**src/rtl/alu_pkg.sv**
```systemverilog
// Shared definitions for the 8-bit ALU and the logic that shares it:
// op codes, the arbiter state encoding and the default result width.
package alu_pkg;

  // Result width: 16-bit mul product, or div {remainder, quotient}.
  localparam int RES_W_DEF = 16;

  typedef enum logic [1:0] {
    OP_ADD = 2'b00,
    OP_SUB = 2'b01,
    OP_MUL = 2'b10,
    OP_DIV = 2'b11
  } alu_op_e;

  typedef enum logic [1:0] {
    ST_IDLE,
    ST_ISSUE,
    ST_WAIT,
    ST_RESP
  } arb_state_e;

endpackage

```
**src/rtl/alu_share_arbiter_rr.sv**
```systemverilog
// Combinational N-way round-robin pick. The search starts at ptr_i and
// walks upward, wrapping explicitly at N so non-power-of-2 N works.
module rr_arbiter #(
  parameter  int N     = 4,
  localparam int IDX_W = (N > 1) ? $clog2(N) : 1
) (
  input  logic [N-1:0]     req_i,
  input  logic [IDX_W-1:0] ptr_i,
  output logic [N-1:0]     grant_o,
  output logic [IDX_W-1:0] grant_idx_o,
  output logic             any_o
);

  // First requester at or after the pointer wins.
  always_comb begin
    int idx;
    // NOTE: every output gets a default before the search loop, otherwise
    // the "no request" path would leave them unassigned and infer latches.
    grant_o     = '0;
    grant_idx_o = '0;
    any_o       = 1'b0;
    idx         = 0;
    for (int k = 0; k < N; k++) begin
      idx = int'(ptr_i) + k;
      if (idx >= N) idx = idx - N;
      if (!any_o && req_i[idx]) begin
        any_o        = 1'b1;
        grant_idx_o  = IDX_W'(idx);
        grant_o[idx] = 1'b1;
      end
    end
  end

endmodule

```
**src/rtl/alu_share_arbiter.sv**
```systemverilog
// Shares one 8-bit ALU among N requesters. Round-robin grant in IDLE,
// one-cycle alu_start in ISSUE, wait for alu_ready, then a one-hot
// response pulse to the granted requester.
// Optional build macro: ALU_ARB_TIMEOUT_EN adds a WAIT-state watchdog that
// answers with rsp_err=1, rsp_result=0 after TIMEOUT_CYCLES WAIT cycles.
module alu_share_arbiter
  import alu_pkg::*;
#(
  parameter int N              = 4,
  parameter int RES_W          = RES_W_DEF,
  parameter int TIMEOUT_CYCLES = 64
) (
  input  logic             clk,
  input  logic             reset,
  input  logic [N-1:0]     req_valid,
  output logic [N-1:0]     req_ready,
  input  logic [2*N-1:0]   req_op,
  input  logic [8*N-1:0]   req_a,
  input  logic [8*N-1:0]   req_b,
  output logic             alu_start,
  output logic [1:0]       alu_op,
  output logic [7:0]       alu_a,
  output logic [7:0]       alu_b,
  input  logic             alu_ready,
  input  logic [RES_W-1:0] alu_result,
  output logic [N-1:0]     rsp_valid,
  output logic [RES_W-1:0] rsp_result,
  output logic             rsp_err,
  output logic             busy
);

  localparam int IDX_W = $clog2(N);

  arb_state_e       state_q;
  logic [IDX_W-1:0] ptr_q, ptr_d;
  logic [IDX_W-1:0] g_q;
  alu_op_e          op_q;
  logic [7:0]       a_q, b_q;
  logic             start_q;
  logic [N-1:0]     rsp_valid_q;
  logic [RES_W-1:0] rsp_result_q;

  logic [N-1:0]     gnt_onehot;
  logic [IDX_W-1:0] gnt_idx;
  logic             gnt_any;
  logic [N-1:0]     g_onehot;

`ifdef ALU_ARB_TIMEOUT_EN
  localparam int CNT_W = $clog2(TIMEOUT_CYCLES + 1);
  logic [CNT_W-1:0] cnt_q;
  logic             rsp_err_q;
`endif

  rr_arbiter #(.N(N)) u_rr (
    .req_i       (req_valid),
    .ptr_i       (ptr_q),
    .grant_o     (gnt_onehot),
    .grant_idx_o (gnt_idx),
    .any_o       (gnt_any)
  );

  // Pointer moves just past the last served requester, wrapping at N.
  assign ptr_d    = (g_q == IDX_W'(N - 1)) ? '0 : g_q + 1'b1;
  assign g_onehot = N'(1) << g_q;

  // Main sequencer: grant, issue, wait, respond.
  always_ff @(posedge clk or posedge reset) begin
    if (reset) begin
      state_q      <= ST_IDLE;
      ptr_q        <= '0;
      g_q          <= '0;
      op_q         <= OP_ADD;
      a_q          <= '0;
      b_q          <= '0;
      start_q      <= 1'b0;
      rsp_valid_q  <= '0;
      rsp_result_q <= '0;
`ifdef ALU_ARB_TIMEOUT_EN
      cnt_q        <= '0;
      rsp_err_q    <= 1'b0;
`endif
    end else begin
      // NOTE: non-blocking assignments throughout, so every branch reads the
      // state as it was at the clock edge regardless of statement order.
      start_q     <= 1'b0;
      rsp_valid_q <= '0;
      case (state_q)
        ST_IDLE: begin
          if (gnt_any) begin
            g_q     <= gnt_idx;
            op_q    <= alu_op_e'(req_op[2*gnt_idx +: 2]);
            a_q     <= req_a[8*gnt_idx +: 8];
            b_q     <= req_b[8*gnt_idx +: 8];
            start_q <= 1'b1;
            state_q <= ST_ISSUE;
          end
        end
        ST_ISSUE: begin
          if (alu_ready) begin
            rsp_result_q <= alu_result;
            rsp_valid_q  <= g_onehot;
`ifdef ALU_ARB_TIMEOUT_EN
            rsp_err_q    <= 1'b0;
`endif
            state_q      <= ST_RESP;
          end else begin
`ifdef ALU_ARB_TIMEOUT_EN
            cnt_q        <= '0;
`endif
            state_q      <= ST_WAIT;
          end
        end
        ST_WAIT: begin
          if (alu_ready) begin
            rsp_result_q <= alu_result;
            rsp_valid_q  <= g_onehot;
`ifdef ALU_ARB_TIMEOUT_EN
            rsp_err_q    <= 1'b0;
`endif
            state_q      <= ST_RESP;
          end
`ifdef ALU_ARB_TIMEOUT_EN
          // The WAIT cycle holding count TIMEOUT_CYCLES-1 is the last one.
          else if (cnt_q == CNT_W'(TIMEOUT_CYCLES - 1)) begin
            rsp_result_q <= '0;
            rsp_valid_q  <= g_onehot;
            rsp_err_q    <= 1'b1;
            state_q      <= ST_RESP;
          end else begin
            cnt_q <= cnt_q + 1'b1;
          end
`endif
        end
        ST_RESP: begin
          ptr_q   <= ptr_d;
          state_q <= ST_IDLE;
        end
        default: state_q <= ST_IDLE;
      endcase
    end
  end

  // Accept is combinational in IDLE; forced low while reset is asserted.
  assign req_ready  = (state_q == ST_IDLE && !reset) ? gnt_onehot : '0;
  assign alu_start  = start_q;
  assign alu_op     = op_q;
  assign alu_a      = a_q;
  assign alu_b      = b_q;
  assign rsp_valid  = rsp_valid_q;
  assign rsp_result = rsp_result_q;
  assign busy       = (state_q != ST_IDLE);
`ifdef ALU_ARB_TIMEOUT_EN
  assign rsp_err    = rsp_err_q;
`else
  assign rsp_err    = 1'b0;
`endif

endmodule

```
**config.mk**
```make
export PLATFORM = sky130hd
export DESIGN_NAME = alu_share_arbiter
export DESIGN_NICKNAME = d
export VERILOG_FILES = /design/src/rtl/alu_pkg.sv /design/src/rtl/alu_share_arbiter_rr.sv /design/src/rtl/alu_share_arbiter.sv
export SDC_FILE = /design/constraint.sdc
export NUM_CORES = 1
export LEC_CHECK = 0
export CAP_MARGIN = 0
export CORE_UTILIZATION = 44
export DETAILED_ROUTE_END_ITERATION = 8
export PLACE_DENSITY = 0.94
export SYNTH_ARGS = -nofsm -noshare
export SYNTH_HDL_FRONTEND = slang
export SYNTH_SLANG_ARGS = --single-unit
export TNS_END_PERCENT = 5
```
**constraint.sdc**
```tcl
create_clock -name clk -period 4.8 [get_ports clk]
set_input_delay 1.44 -clock clk [delete_from_list [all_inputs] [get_ports clk]]
set_output_delay 1.44 -clock clk [all_outputs]
set_load 0.05 [all_outputs]
```
**After elaboration in Yosys (flattened, before gate mapping)**

Index checks and enable logic that the tools add are counted.

- Bits of input ports: 95
- Output and inout bits: 45
- Logic and storage cells: 106
- Register bits: 45

- Mux-type cells: 46
- Reduce and logical (&&, ||, !) cells: 18
- Magnitude comparators: 12
- Shifts and indexed selects: 4
- Eq/ne operators: 6
- Add/subtract/negate cells: 8
- Bitwise operators: 3

Operators by type and width:

| kind | count |
|---|---|
| $ge A32 B1 Y1 const B | 4 |
| $lt A32 B4 Y1 const B | 4 |
| $mux W32 | 4 |
| $ge A32 B4 Y1 const B | 3 |
| $sub A32 B4 Y32 const B | 3 |
| $shiftx A32 B6 Y8 | 2 |
| $mux W4 | 7 |
| $mux W1 | 19 |
| $mux W2 | 7 |
| $or A4 B4 Y4 | 3 |
| $bmux W1 S2 | 4 |
| $demux W1 S2 | 4 |
| $logic_and A1 B1 Y1 | 8 |
| $pmux W2 S4 | 1 |
| $shiftx A8 B4 Y2 | 1 |
| $add A2 B2 Y3 const B | 2 |
| $eq A2 B2 Y1 const B | 3 |
| $reduce_and A2 Y1 | 3 |
| $logic_not A1 Y1 | 4 |
| $ne A2 B2 Y1 const B | 2 |
| $shl A1 B2 Y4 const A | 1 |
| $sub A2 B3 Y4 const B | 1 |
| $add A2 B1 Y3 const B | 1 |
| $ge A2 B3 Y1 const B | 1 |
| other kinds (5) | 5 |

**Longest topological paths before layout**

Gate-level depths: netlist (run 1).

- Depth in word-level cells: 17
- Depth in mapped cells: 14
- Gate-level depth less buffers: 8

**By module**

Synthesis (run 1) repeated with hierarchy kept, for this count alone.

- Cell total of the unflattened synthesis: 236
- Area total of the unflattened synthesis: 2819.0 um^2

Modules (own cells, without submodules):

| module | seq. area each (um^2) | area each (um^2) | cells each | times used |
|---|---|---|---|---|
| alu_share_arbiter | 1126.1 | 2359.8 | 188 | 1 |
| rr_arbiter | 0.0 | 459.2 | 48 | 1 |

**Least setup slack after synthesis (run 1)**

OpenSTA, ideal clock, no wires.

- Kind: input port to output port
- Start point: input reset
- End point: output req_ready[0]
- Stages on the path: 3
- Setup slack: -0.108 ns
- Data arrival time: 3.468 ns
- Buffers on the path: 0
- Required time: 3.360 ns
- Path through: inv_1 > nand2_1 > a21oi_1

- Word-level cells in the longest chain between the ends: 3

RTL lines:

| item | line | text |
|---|---|---|
| start: declaration | alu_share_arbiter.sv:14 | `input logic reset,` |
| $logic_not A1 Y1 | alu_share_arbiter.sv:144 | `assign req_ready = (state_q == ST_IDLE && !reset) ? gnt_onehot : '0;` |
| $logic_and A1 B1 Y1 | alu_share_arbiter.sv:144 |  |
| $mux W4 | alu_share_arbiter.sv:144 |  |
| end: declaration | alu_share_arbiter.sv:16 | `output logic [N-1:0] req_ready,` |

No other way between the ends.

**Final worst setup path (run 1)**

- Start point: input req_valid[1]
- End point: output req_ready[0]

- Word-level cells in the longest chain between the ends: 14
- Elaborated cells on any way between the ends: 29
- Classes of those cells: 20 x mux; 3 x bitwise; 6 x reduce/logical

RTL lines:

| item | line | text |
|---|---|---|
| start: declaration | alu_share_arbiter.sv:15 | `input logic [N-1:0] req_valid,` |
| $bmux W1 S2 | alu_share_arbiter_rr.sv:26 | `if (!any_o && req_i[idx]) begin` |
| $mux W1 (not written as such) (2 in series) | alu_share_arbiter_rr.sv:26 |  |
| $mux W1 | alu_share_arbiter_rr.sv:26 |  |
| $logic_not A1 Y1 | alu_share_arbiter_rr.sv:26 |  |
| $logic_and A1 B1 Y1 | alu_share_arbiter_rr.sv:26 |  |
| $mux W1 | alu_share_arbiter_rr.sv:26 |  |
| $logic_not A1 Y1 | alu_share_arbiter_rr.sv:26 |  |
| $logic_and A1 B1 Y1 | alu_share_arbiter_rr.sv:26 |  |
| $mux W1 | alu_share_arbiter_rr.sv:26 |  |
| $logic_not A1 Y1 | alu_share_arbiter_rr.sv:26 |  |
| $logic_and A1 B1 Y1 | alu_share_arbiter_rr.sv:26 |  |
| $mux W4 (*) | alu_share_arbiter_rr.sv:26 |  |
| $mux W4 (*) | alu_share_arbiter.sv:144 |  |

Every way passes the cells marked *; elsewhere a longest branch is shown, timed or not. The select of a mux whose other input is x is not followed.

==> results of run 1 <==
## routing by layer
layer,vias to the layer above,GRT usage [%],part of all wire (%)
met2,213,47.3,50
met1,1687,30.6,39
met4,0,9.38,1.9
met3,26,5.36,8.7
met5,-,0,0
li1,1612,-,-
## cell usage in the layout (no fill, tap or decap), drive strengths merged, types with 6 or more instances in the layout
cell and instances:
inv 11, buf 16, mux2 17, o21ai 29
nor2 29, ha 14, mux2i 23, o221ai 13
dfrtp 45, nand2 30, nand3 36, o211ai 31
clkdlybuf4s50 133, a21oi 8, o2111ai 6
## worst max path at each step
stage                   endpoint  depth (start not counted)          from
finish              req_ready[0]                          7  req_valid[1]
global route        req_ready[0]                          7  req_valid[3]
CTS                 req_ready[2]                          8  req_valid[0]
detailed placement  req_ready[2]                          8  req_valid[0]
global placement    req_ready[2]                          7  req_valid[2]
floorplan           req_ready[1]                          6  req_valid[2]
## logic make-up (layout without fill, tap and decap cells)
kind of cell | after synthesis | after routing | synth area share, %
AND/OR/NAND/NOR | 117 | 117 | 16.7
adder cells (fa/ha/maj) | 14 | 14 | 5.21
other | 1 | 1 | 0.111
flip-flops | 45 | 45 | 33.5
buffers and inverters | 41 | 169 | 6.32
AO/OA/AOI/OAI | 103 | 103 | 23.6
multiplexers | 43 | 43 | 14.5
## state kept, by name (all words and copies together) (netlist names)
| register | flops |
|---|---|
| alu_op | 2 |
| g_q | 2 |
| alu_start | 1 |
| state_q | 2 |
| rsp_result | 16 |
| rsp_valid | 4 |
| ptr_q | 2 |
| alu_a | 8 |
| alu_b | 8 |
## through the flow
step	hold WS (ns)	power (mW)
floorplan	0.501	2.47
global placement	0.478	3.11
detailed placement	0.489	3.20
CTS	0.510	3.52
global route	0.525	3.75
finish	0.505	3.54
## critical path, cell delays in order
cell and delay [ns]:
sky130_fd_sc_hd__clkdlybuf4s50_1 0.44, sky130_fd_sc_hd__mux4_2 0.52, sky130_fd_sc_hd__buf_4 0.18, sky130_fd_sc_hd__a221o_1 0.35, sky130_fd_sc_hd__o21ai_0 0.09, sky130_fd_sc_hd__a21oi_1 0.14, sky130_fd_sc_hd__buf_12 0.17
## power by group through the flow
stage | registers [mW] | logic, mW | clock network [mW]
2_1_floorplan | 1.22 | 1.25 | 0
3_3_place_gp | 0.668 | 2.44 | 0
3_5_place_dp | 0.686 | 2.52 | 0
4_1_cts | 0.679 | 2.53 | 0.310
5_1_grt | 0.698 | 2.72 | 0.328
6_report | 0.679 | 2.56 | 0.306
## final cells by class
cell class | instances | area share (%)
clock inverters | 3 | 1.00
flip-flops and latches | 45 | 22.6
multi-input cells | 278 | 41.3
repair buffers | 150 | 30.3
well taps | 99 | 2.48
inverters | 11 | 0.903
clock buffers | 5 | 1.38
==> results.txt, run 1 <==
The number of port buffers is 138. After floorplanning, the core was sized to cover 7330 um2. Setup violations remaining at the end of the flow were counted as 0. Detailed placement ended at an HPWL of 7500 um. Once layout is complete, the utilization of the core stands at 68.0%. The switching power is 1.86 mW. The clock latency on the worst-skew pair came out at 0.30 ns. The number of antenna violations at the first check in global routing came out at 0. 140 I/O pins were placed. The pin slew with the least headroom to its limit came out at 0.940 ns. The internal power summed over all cells is 1.68 mW. The worst hold path terminates at alu_b[4].

The final critical-path required period is 4.77 ns. The final worst setup slack came out at 0.0309 ns. TritonCTS built the clock tree. The die outline area came out at 8000 um2. The timing-limited maximum frequency came out at 210 MHz. Power spread over the standard cell area amounts to 710 nW/um2. Across the whole layout, storage elements account for 1130 um2. The overflow left after global routing is 0. The netlist area before placement came out at 3360 um2. By count the netlist is led by sky130_fd_sc_hd__dfrtp_1 (45), sky130_fd_sc_hd__nand3_1 (36), sky130_fd_sc_hd__nand2_1 (29), sky130_fd_sc_hd__nor2_1 (29). The number of pins with negative max-slew slack in the final report came out at 0. sky130_fd_sc_hd__dfrtp_1 takes more of the synthesized area than any other cell.

The power share of the combinational group came out at 72.2%. The global-route wire length before repair came out at 16000 um. The post-cts sizing count came out at 0.

The total negative slack for setup checks is 0 ns. Max-cap violations in this run came to 0. The DRC violation count after routing is 0.

The cell count after placement came out at 583. The longest clock path from root to sink contains 2 buffers. The maximum vdd drop is 385 uV. The clock sink total came out at 45. Clock tree synthesis selected as its root buffer the cell sky130_fd_sc_hd__clkbuf_8. The proportion of register bits with asynchronous set or reset after synthesis came out at 100%. The net count of the mapped netlist came out at 473. The number of global-route vias before repair is 3431. The final clock period utilization by the worst path came out at 99.4%. The multi-input combinational cells in the finished layout cover a total of 2060 um2. Setup repair after global routing could not meet its margin everywhere.

The capturing element type of the critical path is a primary output. The number of cell rows came out at 31. The leakage power of the design is 2.02 nW. The share of cells above drive strength 1 came out at 14.2%. In this run the critical register-to-register path is captured at alu_op[0]. Relative to the synthesized area, the layout overhead comes to 48.3%.

The final hold violation count came to 0. In the routed layout, each cell is associated on average with a via count of 5.99. Clock tree synthesis inserted a total of 5 buffers. Measured in cells, the most critical reg-to-reg path has a length of 9. STA classifies the critical path startpoint as an input port. The largest clock skew in the final design came out at 0.00995 ns. The most used flip-flop cell after synthesis is sky130_fd_sc_hd__dfrtp_1. The path class of the tightest hold or removal check is reg2reg. The total detailed-routing wirelength came out at 10700 um. The setup path with the least slack is of type in2out.

The data arrival time of the worst path came out at 3.33 ns. The switching power share of the total came out at 52.5%. The endpoint required time on the critical path came out at 3.36 ns. Across all layers, the routed design uses 3538 vias. The initial utilization of the core area, before any placement, comes to 45.9%. The fraction of synthesized cell area taken by the top area cell type came out at 33.5%. Sorting the synthesized cells by area gives the leading types as sky130_fd_sc_hd__dfrtp_1 (33%), sky130_fd_sc_hd__mux2i_1 (6.8%), sky130_fd_sc_hd__o211ai_1 (6.0%).

The count of distinct cell types in the synthesized netlist is 47. The hold-fix buffer count after cts is 0. The number of nets in the final layout is 600.

The floorplan step set the die width to 89.4 um. Averaged over all synthesized cells, the footprint is 9.24 um2. The portion of total power attributed to sequential cells came out at 19.2%. The number of cells in the finished layout apart from fillers came out at 591. Synthesis inferred 45 register bits.

The number of DRC markers after the initial detailed-route iteration is 289. In this run the tightest slew margin relative to its limit is 37.2%. The placed instance area is 4850 um2. The clock share of power came out at 8.7%. The placer congestion estimate came out at 0.847. The H-tree depth came out at 2. The count of antenna diodes in the layout is 0. Once the clock tree was built, the setup fixing pass inserted 0 buffers. The run finished with clean final reports.

The remaining number of nets flagged by the antenna check after routing is 0. The pin count of the biggest net entering global routing came out at 49. The post-layout instance area came out at 4990 um2. The post-place setup slack is 0.0267 ns.

The total track usage is 26.1%. For this run, the number of Yosys warnings is 0. The cell count after synthesis came out at 364. Of all nets on the critical path, the largest fanout is 6. Counting the fill cells in the layout gives 531. The number of flops mapped to enable cells by yosys is 0. The worst min-delay path startpoint is alu_b[4]. The average wire per cell in the routed design is 18.1 um. The startpoint of the lowest-slack register-to-register path is ptr_q[1].

The clock edge transition at the registers on the reported setup and hold paths is 0.09 ns. The proportion of synthesized chip area in sequential cells is 33.5%. The die is 89.4 um tall. The number of search-and-repair iterations in the first detailed-routing pass is 6. The cell count of the worst hold path is 2. The register-to-register path setup slack is 1.50 ns. The most frequent cell after synthesis is sky130_fd_sc_hd__dfrtp_1.
Note: power is estimated with default switching activity, not from simulation.
==> run 2, diff against run 1 <==
TNS_END_PERCENT = default   (was 5)
==> run 2 against run 1 <==
- non-clock buffer count unchanged
- register-to-register slack got worse by 0.02 ns
- largest power group unchanged
- hold slack got worse by 0.0016 ns
- die area unchanged
- maximum frequency increased by 0.45%
- critical endpoint is now req_ready[1]
- global-route usage unchanged
- total power about the same
- clock-buffer cell count unchanged
==> results.txt, run 2 (same netlist as run 1, synthesis figures left out) <==
The total CTS buffers is 5 (unchanged). The worst setup path is captured at a primary output. The final worst setup slack is 0.0522 ns (+0.0213 ns).

The number of antenna violations at the first check in global routing is 0 (unchanged). The number of pins with negative max-slew slack in the final report is 0 (unchanged). The timing-limited maximum frequency is 211 MHz (+0.45%). The post-layout instance area is 4990 um2 (about the same). The layout overhead on the synthesized area came out at 48.4% (about the same). The clock latency on the worst-skew pair came out at 0.30 ns (about the same). The maximum cell stage delay along the critical path was 0.51 ns (about the same). The data arrival time of the worst path came out at 3.31 ns (-0.02 ns). The overflow left after global routing is 0 (unchanged). The maximum clock path buffer count is 2 (unchanged).

The power per standard cell area came out at 710 nW/um2 (about the same). The placeable core area came out at 7330 um2 (unchanged). The overall via count from detail_route was 3547 (+0.25%). The number of port buffers came out at 138 (unchanged). The critical path goes through clkdlybuf4s50_1 -> mux4_2 -> buf_4 -> a221o_1 -> o21ai_1 -> a21oi_2 -> buf_12. The startpoint of the lowest-slack register-to-register path is ptr_q[1]. The post-route worst hold slack is 0.503 ns (-0.00163 ns). Leaving out fill and tap cells, the most frequent cells in the layout are sky130_fd_sc_hd__clkdlybuf4s50_1 (133), sky130_fd_sc_hd__dfrtp_1 (44), sky130_fd_sc_hd__nand3_1 (36). The count of antenna diodes in the layout came out at 0 (unchanged). The hold-fix buffer count after cts came out at 0 (unchanged). The buffering stage count on the worst path with inverters included came out at 3 (unchanged). The die span in y was 89.4 um (unchanged). The total negative slack for setup checks came out at 0 ns (unchanged). The average wire per cell in the routed design was 18.1 um (about the same). The total power after layout came out at 3.54 mW (about the same).

The total track usage is 26.1% (unchanged). The number of DRC markers after the initial detailed-route iteration is 283 (-2.1%). The final clock period utilization by the worst path came to 98.9% (-0.44 points). The reported max-cap violation count came to 0 (unchanged). The H-tree depth was 2 (unchanged).

The tree is rooted in a sky130_fd_sc_hd__clkbuf_8. The placed instance area is 4850 um2 (unchanged). The final hold violation count came out at 0 (unchanged).

The clock edge transition at the registers on the reported setup and hold paths is 0.10 ns (about the same). The kind of cell with the highest combined delay along the critical path is buffers and inverters. The die outline area came to 8000 um2 (unchanged). The DRC violation count after routing came to 0 (unchanged). The number of nets in the final layout came out at 600 (unchanged). The worst slew slack as a fraction of its limit is 36.8% (-0.42 points). The remaining number of nets flagged by the antenna check after routing came out at 0 (unchanged). The final critical-path required period is 4.75 ns (-0.0213 ns). The via count normalized by instance count came out at 6.00 (+0.25%).

The x dimension of the die is 89.4 um (unchanged). The number of global-route vias before repair came to 3431 (unchanged). The effective utilization at floorplan is 45.9% (unchanged). The worst setup path is launched from an input port.

The layer flagged by global routing as most heavily used is met2. The register-to-register path setup slack is 1.48 ns (-0.02 ns). The routing usage on met2 came out at 47.3% (unchanged).

The share of cells above drive strength 1 came out at 14.4% (+0.20 points). The maximum fanout count along the critical path came to 6 (unchanged). The met3 usage in global routing is 5.36% (unchanged).

The number of flip-flops in the largest register came to 16 (unchanged). The I/O pin total came to 140 (unchanged). Tracing the worst setup path back leads to its startpoint at req_valid[0]. The worst min-delay path startpoint is alu_op[1]. The HPWL after detailed placement came to 7500 um (unchanged). The post-CTS setup buffer count came out at 0 (unchanged). The met1 track utilization from global routing came out at 30.6% (unchanged). The total detailed-routing wirelength came out at 10700 um (about the same). The post-place setup slack came out at 0.0267 ns (unchanged).

The largest clock skew in the final design is 0.00900 ns (-0.000957 ns). The class of the most critical setup path is in2out. The layout filler cell count was 529 (-0.38%). The number of cell rows is 31 (unchanged). The worst hold-check path type is reg2reg. On the critical path, the stage with the largest delay is an instance of sky130_fd_sc_hd__mux4_2. The pin slew with the least headroom to its limit came out at 0.946 ns (+0.00625 ns).

The global-route wire length before repair came out at 16000 um (unchanged). The endpoint required time on the critical path is 3.36 ns (about the same). The placer congestion estimate was 0.847 (unchanged). The maximum vdd drop came out at 384 uV (-0.27%). The pin count of the biggest net entering global routing is 49 (unchanged). The commonest non-fill, non-tap cell in the layout is sky130_fd_sc_hd__clkdlybuf4s50_1. The run finished with clean final reports. TritonCTS built the clock tree.

The number of search-and-repair iterations in the first detailed-routing pass is 5 (-1). The leakage power of the design came out at 2.02 nW (about the same). The clock sink total came to 45 (unchanged). The count of endpoints failing setup in the final report came out at 0 (unchanged).
[run 2: cell types whose count changed in the layout (fill, tap and decap cells not counted)]
cell	before	now
sky130_fd_sc_hd__a21oi_1	6	5
sky130_fd_sc_hd__a21oi_2	2	3
[run 2: final cells by class]
class	instances	area (um2)	share of cell area (%)
Sequential cell	45	1130	22.6
Multi-Input combinational cell	278	2060	41.3
Timing Repair Buffer	150	1510	30.3
Inverter	11	45.0	0.902
Tap cell	99	124	2.48
Clock inverter	3	50.0	1.00
Clock buffer	5	68.8	1.38
[run 2: repair_timing]
item / 4_1_cts / 5_1_grt
endpoints found under the setup margin: 0 / 4
endpoints found under the hold margin: 0 / 0
gates resized for setup: 0 / 8
[run 2: path summary, 6_finish.rpt]
check / endpoint / cells after the start
max: req_ready[1] / 7
min: alu_op[1] / 2
max reg2reg: alu_op[0] / 9
min reg2reg: alu_op[1] / 2
max in group asynchronous: ptr_q[0] / 3
min in group asynchronous: alu_b[0] / 3
[run 2: where the power goes]
| group | switching, mW | leakage [nW] | total [mW] | internal (mW) |
|---|---|---|---|---|
| sequential | 0.111 | 0.548 | 0.679 | 0.568 |
| combinational | 1.60 | 1.42 | 2.56 | 0.954 |
| clock | 0.148 | 0.0603 | 0.307 | 0.160 |
| total | 1.86 | 2.02 | 3.54 | 1.68 |
[run 2: routing by layer]
metal,share of wire [%],vias to the layer above
met5,0,-
met4,2.3,0
met3,8.6,28
met2,50,222
met1,39,1681
li1,-,1616
[run 2: worst register-to-register path, stage by stage (launching register included)]
cell and delay [ns]:
sky130_fd_sc_hd__dfrtp_1 0.53, sky130_fd_sc_hd__inv_1 0.16, sky130_fd_sc_hd__ha_1 0.54, sky130_fd_sc_hd__mux4_2 0.41, sky130_fd_sc_hd__buf_4 0.18, sky130_fd_sc_hd__nand2b_4 0.28, sky130_fd_sc_hd__o2111ai_4 0.34, sky130_fd_sc_hd__nand2_4 0.33
sky130_fd_sc_hd__o211ai_1 0.28, sky130_fd_sc_hd__o211ai_1 0.12
[run 2: stage by stage]
step | std cells | utilization (%)
finish | 591 | 68.1
global route | 591 | 68.1
CTS | 591 | 67.8
detailed placement | 583 | 66.1
global placement | 583 | 66.1
floorplan | 364 | -
==> run 3, diff against run 2 <==
==> constraint.sdc (replaced) <==
create_clock -name clk -period 4.8 [get_ports clk]
set_input_delay 1.2 -clock clk [delete_from_list [all_inputs] [get_ports clk]]
set_output_delay 1.2 -clock clk [all_outputs]
set_load 0.05 [all_outputs]
==> run 3 against run 2 <==
- wire length shrank 0.97%
- highest routed layer unchanged
- clock power hardly changed
- core utilization shrank 0.36 points
==> results.txt, run 3 (same netlist as run 1, synthesis figures left out) <==
The total CTS buffers came out at 5 (unchanged). The final clock period utilization by the worst path is 95.8% (-3.1 points). The number of port buffers is 138 (unchanged). The reported max-cap violation count came to 0 (unchanged). The startpoint identified for the worst hold timing path is alu_b[7]. The number of global-route vias before repair came out at 3454 (+0.67%). The largest clock skew in the final design was 0.00605 ns (-0.00295 ns).

The worst slew slack as a fraction of its limit was 34.4% (-2.4 points). The overflow left after global routing came out at 0 (unchanged). The length in cells of the worst reg-to-reg path came out at 9 (unchanged). The final critical-path required period came to 4.60 ns (-0.150 ns). The maximum fanout count along the critical path is 23 (+17). The number of search-and-repair iterations in the first detailed-routing pass came to 7 (+2). The total track usage came to 26.2% (+0.066 points). The pin count of the biggest net entering global routing is 49 (unchanged). The remaining number of nets flagged by the antenna check after routing was 0 (unchanged). The maximum vdd drop is 378 uV (-1.5%). The clock edge transition at the registers on the reported setup and hold paths is 0.10 ns (about the same). The overall via count from detail_route came to 3503 (-1.2%). The global-route wire length before repair was 16000 um (unchanged).

The count of antenna diodes in the layout is 0 (unchanged). The clock latency on the worst-skew pair is 0.30 ns (about the same). TritonCTS built the clock tree. The number of DRC markers after the initial detailed-route iteration is 243 (-14%). The die span in y was 89.4 um (unchanged).

The number of antenna violations at the first check in global routing came out at 0 (unchanged). The endpoint required time on the critical path is 3.60 ns (+0.24 ns). The share of cells above drive strength 1 came to 13.6% (-0.81 points). The H-tree depth came out at 2 (unchanged). The worst setup path is of the in2out kind.

The routing usage on met2 is 45.9% (-1.4 points). The path with the worst hold slack has its endpoint at alu_b[7]. The average wire per cell in the routed design was 17.9 um (-0.97%).

The post-layout instance area came out at 4970 um2 (-0.53%). The run finished with clean final reports. The final worst setup slack is 0.202 ns (+0.150 ns). Leaving out fill and tap cells, the most frequent cell in the layout is sky130_fd_sc_hd__clkdlybuf4s50_1. The maximum clock path buffer count is 2 (unchanged).

The number of cell rows came out at 31 (unchanged). The placer congestion estimate came out at 0.831 (-2.0%). The final hold violation count came out at 0 (unchanged). The leakage power of the design is 2.02 nW (-0.35%). The worst setup path is launched from an input port.

In this run the critical register-to-register path is launched from ptr_q[1]. The count of endpoints failing setup in the final report is 0 (unchanged). The placeable core area is 7330 um2 (unchanged). The total power after layout is 3.52 mW (-0.62%).

After global routing, the most crowded layer is met2. The effective utilization at floorplan is 45.9% (unchanged). The placed instance area came out at 4840 um2 (about the same).

The fraction of the core area covered by cells at the end of the flow was 67.7% (-0.36 points). The data arrival time of the worst path is 3.40 ns (+0.09 ns). The register-to-register path setup slack came out at 1.50 ns (+0.02 ns). The x dimension of the die was 89.4 um (unchanged). Leaving out fill and tap cells, the most frequent cells in the layout are sky130_fd_sc_hd__clkdlybuf4s50_1 (134), sky130_fd_sc_hd__dfrtp_1 (44), sky130_fd_sc_hd__nand3_1 (36).

The pin slew with the least headroom to its limit is 0.982 ns (+0.0359 ns). The number of flip-flops in the largest register is 16 (unchanged). The DRC violation count after routing was 0 (unchanged). The worst hold-check path type is reg2reg.

The total detailed-routing wirelength was 10600 um (-0.97%). The I/O pin total is 140 (unchanged). The number of pins with negative max-slew slack in the final report is 0 (unchanged).

The HPWL after detailed placement came out at 7580 um (+1.2%). The power per standard cell area came out at 709 nW/um2 (about the same). The tree is rooted in a sky130_fd_sc_hd__clkbuf_8. The via count normalized by instance count came out at 5.93 (-1.2%).

The timing-limited maximum frequency is 217 MHz (+3.3%). The number of nets in the final layout came out at 600 (unchanged). The layout overhead on the synthesized area came out at 47.6%.

The worst setup path is captured at a primary output. The worst register-to-register path ends at alu_a[6]. The met3 usage in global routing is 4.71% (-0.65 points). The post-place setup slack came out at -0.00831 ns (-0.0350 ns).

The cell count of the worst hold path was 2 (unchanged). The total negative slack for setup checks came out at 0 ns (unchanged). The die outline area came out at 8000 um2 (unchanged).

The clock sink total is 45 (unchanged). Setup repair after global routing left no endpoint under its margin. The met1 track utilization from global routing is 30.9% (+0.33 points).
## run 3: what timing repair did
item                       CTS  global route
gates resized for setup      1             0
hold buffers                 0             0
buffers inserted             0             0
setup endpoints to repair    2             0
## run 3: critical path: stages
cell and delay [ns]:
sky130_fd_sc_hd__clkdlybuf4s50_1 0.46, sky130_fd_sc_hd__mux4_2 0.52, sky130_fd_sc_hd__nor2b_4 0.45, sky130_fd_sc_hd__a221o_1 0.26, sky130_fd_sc_hd__o21ai_0 0.08, sky130_fd_sc_hd__a21oi_1 0.26, sky130_fd_sc_hd__buf_12 0.18
## run 3: worst max path at each step
stage | startpoint | end | slack, ns | cells after the start
after floorplan | reset | req_ready[0] | 0.37 | 3
after global placement | req_valid[1] | req_ready[1] | 0.05 | 7
after detailed placement | req_valid[1] | req_ready[2] | -0.008 | 7
after CTS | req_valid[1] | req_ready[2] | 0.24 | 7
after global routing | req_valid[1] | req_ready[0] | 0.06 | 7
final | req_valid[1] | req_ready[0] | 0.20 | 7
## run 3: where the power goes
part | leakage (nW) | switching [mW] | internal [mW] | total (mW)
clock | 0.0591 | 0.145 | 0.159 | 0.304
combinational | 1.41 | 1.59 | 0.950 | 2.54
sequential | 0.548 | 0.108 | 0.568 | 0.675
## run 3: layout make-up
| cell class | count | area (um2) |
|---|---|---|
| clock buffers | 5 | 68.8 |
| clock inverters | 3 | 47.5 |
| fillers | 556 | 2360 |
| inverters | 11 | 41.3 |
| multi-input cells | 278 | 2050 |
| flip-flops and latches | 45 | 1130 |
| well taps | 99 | 124 |
| repair buffers | 150 | 1510 |
## run 3: stage by stage
stage	hold WS, ns	cells
2_1_floorplan	0.501	364
4_1_cts	0.509	591
3_3_place_gp	0.479	583
5_1_grt	0.535	591
3_5_place_dp	0.487	583
6_report	0.508	591
## run 3: metal layers
layer,vias up,routed length (um)
li1,1611,-
met1,1667,4210
met2,198,5320
met3,27,787
met4,0,265
met5,-,0
==> RTL edit: new RTL, flow settings as in run 3 <==
Change the package constant `RES_W_DEF` from 16 to 12.
--- a/src/rtl/alu_pkg.sv
+++ b/src/rtl/alu_pkg.sv
@@ -4,5 +4,5 @@
 
   // Result width: 16-bit mul product, or div {remainder, quotient}.
-  localparam int RES_W_DEF = 16;
+  localparam int RES_W_DEF = 12;
 
   typedef enum logic [1:0] {
Interface: changed (resized alu_result and rsp_result); port bits go from 140 to 132. The function was not compared with the original's and may differ.
==> RTL edit against run 3 <==
- count of clock-buffer cells in the layout is 1 higher
- setup slack better by 2.3 ps
- wire length is 12% higher
- cell area is 3.9% higher
- sequential cell count is 4 lower
- synthesized area is 11% higher
- global-route usage is 0.17 points lower
- cell count is 6.1% higher
- power is 0.83% higher
- critical path type unchanged
- highest routed layer unchanged
==> RTL edit: results (changes against run 3) <==
Drt pass-1 iters -> 5 (-2)
Asr flop ratio synth -> 100% (unchanged)
Layout cells sized above 1 -> 20.3% (+6.7 points)
Drt initial violations -> 267 (+9.9%)
Global-route wire length before repair -> 18.1 mm (+13%)
Fin nets -> 626 (+4.3%)
Initial antenna violation count -> 0 (unchanged)
PortBufs -> 130 (-5.8%)
CTS H-tree depth -> 2 (unchanged)
Maximum VDD drop -> 0.569 mV (+50%)
Clock Latency Late Sink -> 280 ps (-20 ps)
Crit path DAT -> 3400 ps (about the same)
Slew headroom -> 47.1% (+13 points)
Yosys warning count -> 0 (unchanged)
# fillers -> 659 (+19%)
CTS max path bufs -> 2 (unchanged)
Dominant synthesized flop cell -> dfrtp_1
Worst path max stage delay -> 720 ps (+200 ps)
Via count -> 3,927 (+12%)
N_diodes -> 0 (unchanged)
CTS Buf Count -> 5 (unchanged)
Status -> finished, final reports clean
Family with the most delay on the worst path -> buffers and inverters
Pre-CTS setup slack -> 222 ps (+231 ps)
Syn nets -> 514 (+8.7%)
Largest net degree at the start of global routing -> 70 (+43%)
Final setup fails -> 0 (unchanged)
Clock Pin Slew Worst Setup and Hold Paths -> 70 ps (-30 ps)
Top cells by area, synth -> dfrtp_1 (27%), mux2_2 (9.9%), o21ai_0 (6.0%)
Top fanout value on the critical path -> 10 (-57%)
WL/cell -> 19.0 um (+6.0%)
Number of flip-flops under the largest register name -> 12 (-4)
Setup bufs post-CTS -> 0 (unchanged)
Pleak -> 1.96 nW (-2.8%)
Post-DP HPWL -> 8.49 mm (+12%)
Total track usage -> 26.0% (-0.17 points)
Sequential share of the synthesized area -> 27.4% (-6.0 points)
Synth top cells by count -> nand2_1 (46), o21ai_0 (45), dfrtp_1 (41)
Slowest CP cell -> clkdlybuf4s50_1
Hold Path Class -> flop to flop
Root buf cell -> clkbuf_8
Final GP Congestion -> 0.849 (+2.3%)
Skew final -> 3.75 ps (-2.30 ps)
Vias in the first global route -> 3,697 (+7.0%)
Max-cap violations -> 0 (unchanged)
Count of cell types in the netlist -> 51 (+8.5%)
Post_cts resized -> 0 (-1)
==> RTL edit: cell count changes in the layout (fill, tap and decap cells not counted), moves of 16 or more <==
cell      change
nand3_1      -35
a211oi_1     +18
mux2i_1      -18
o211ai_1     -18
o21ai_0      +18
nand2_1      +17
nor3_1       +17
mux2_2       +16
o221a_2      +16
==> RTL edit: path summary, 6_finish.rpt <==
path	start	end	slack (ps)	cells past startpoint
max	req_valid[3]	req_ready[2]	200	8
min	alu_op[1]$_DFFE_PP0P_	alu_op[1]$_DFFE_PP0P_	490	2
max reg2reg	ptr_q[1]$_DFFE_PP0N_	alu_b[4]$_DFFE_PP0P_	1380	8
min reg2reg	alu_op[1]$_DFFE_PP0P_	alu_op[1]$_DFFE_PP0P_	490	2
max in group asynchronous	reset	ptr_q[0]$_DFFE_PP0N_	3000	3
min in group asynchronous	reset	alu_a[7]$_DFFE_PP0P_	1420	3
==> RTL edit: power by group <==
group          leakage, nW  internal [mW]  switching [mW]
clock               0.0450          0.101           0.116
combinational         1.42          0.994            1.71
sequential           0.499          0.519           0.114
total                 1.96           1.61            1.94
==> RTL edit: cell type report <==
cell class | count | share of cell area, %
Multi-Input combinational cell | 320 | 48.5
Timing Repair Buffer | 141 | 26.6
Sequential cell | 41 | 19.9
Tap cell | 105 | 2.55
Clock buffer | 6 | 1.41
Inverter | 12 | 0.873
Clock inverter | 2 | 0.194
==> RTL edit: logic make-up (layout without fill, tap and decap cells) <==
family	Yosys count	after routing	synth area share, %
AO/OA/AOI/OAI	163	163	36.1
adder cells (fa/ha/maj)	14	14	4.68
buffers and inverters	48	161	5.89
flip-flops	41	41	27.4
multiplexers	41	41	13.5
other	1	1	0.100
AND/OR/NAND/NOR	101	101	12.2
==> RTL edit: worst min-delay path: stages, from the launching register on <==
cell and delay, ps:
dfrtp_1 340, nand2_1 60, o211ai_2 50
==> RTL edit: layer usage <==
layer	global-route usage, %	share of wire [%]	vias to the layer above
met5	0	0	-
met4	12.1	4.7	0
met3	3.72	6.1	40
met2	44.2	48	211
met1	32.4	41	1875
li1	-	-	1801
==> RTL edit: metrics by stage <==
stage	instance area [um^2]	utilization (%)	total power, mW	hold WS (ps)	cells
final	5160	62.8	3.55	495	627
after CTS	5160	62.8	3.54	503	627
after detailed placement	5080	61.8	3.31	484	619
after global placement	5080	61.8	3.23	473	619
after floorplan	3740	-	2.57	501	409
after global routing	5160	62.8	3.76	523	627
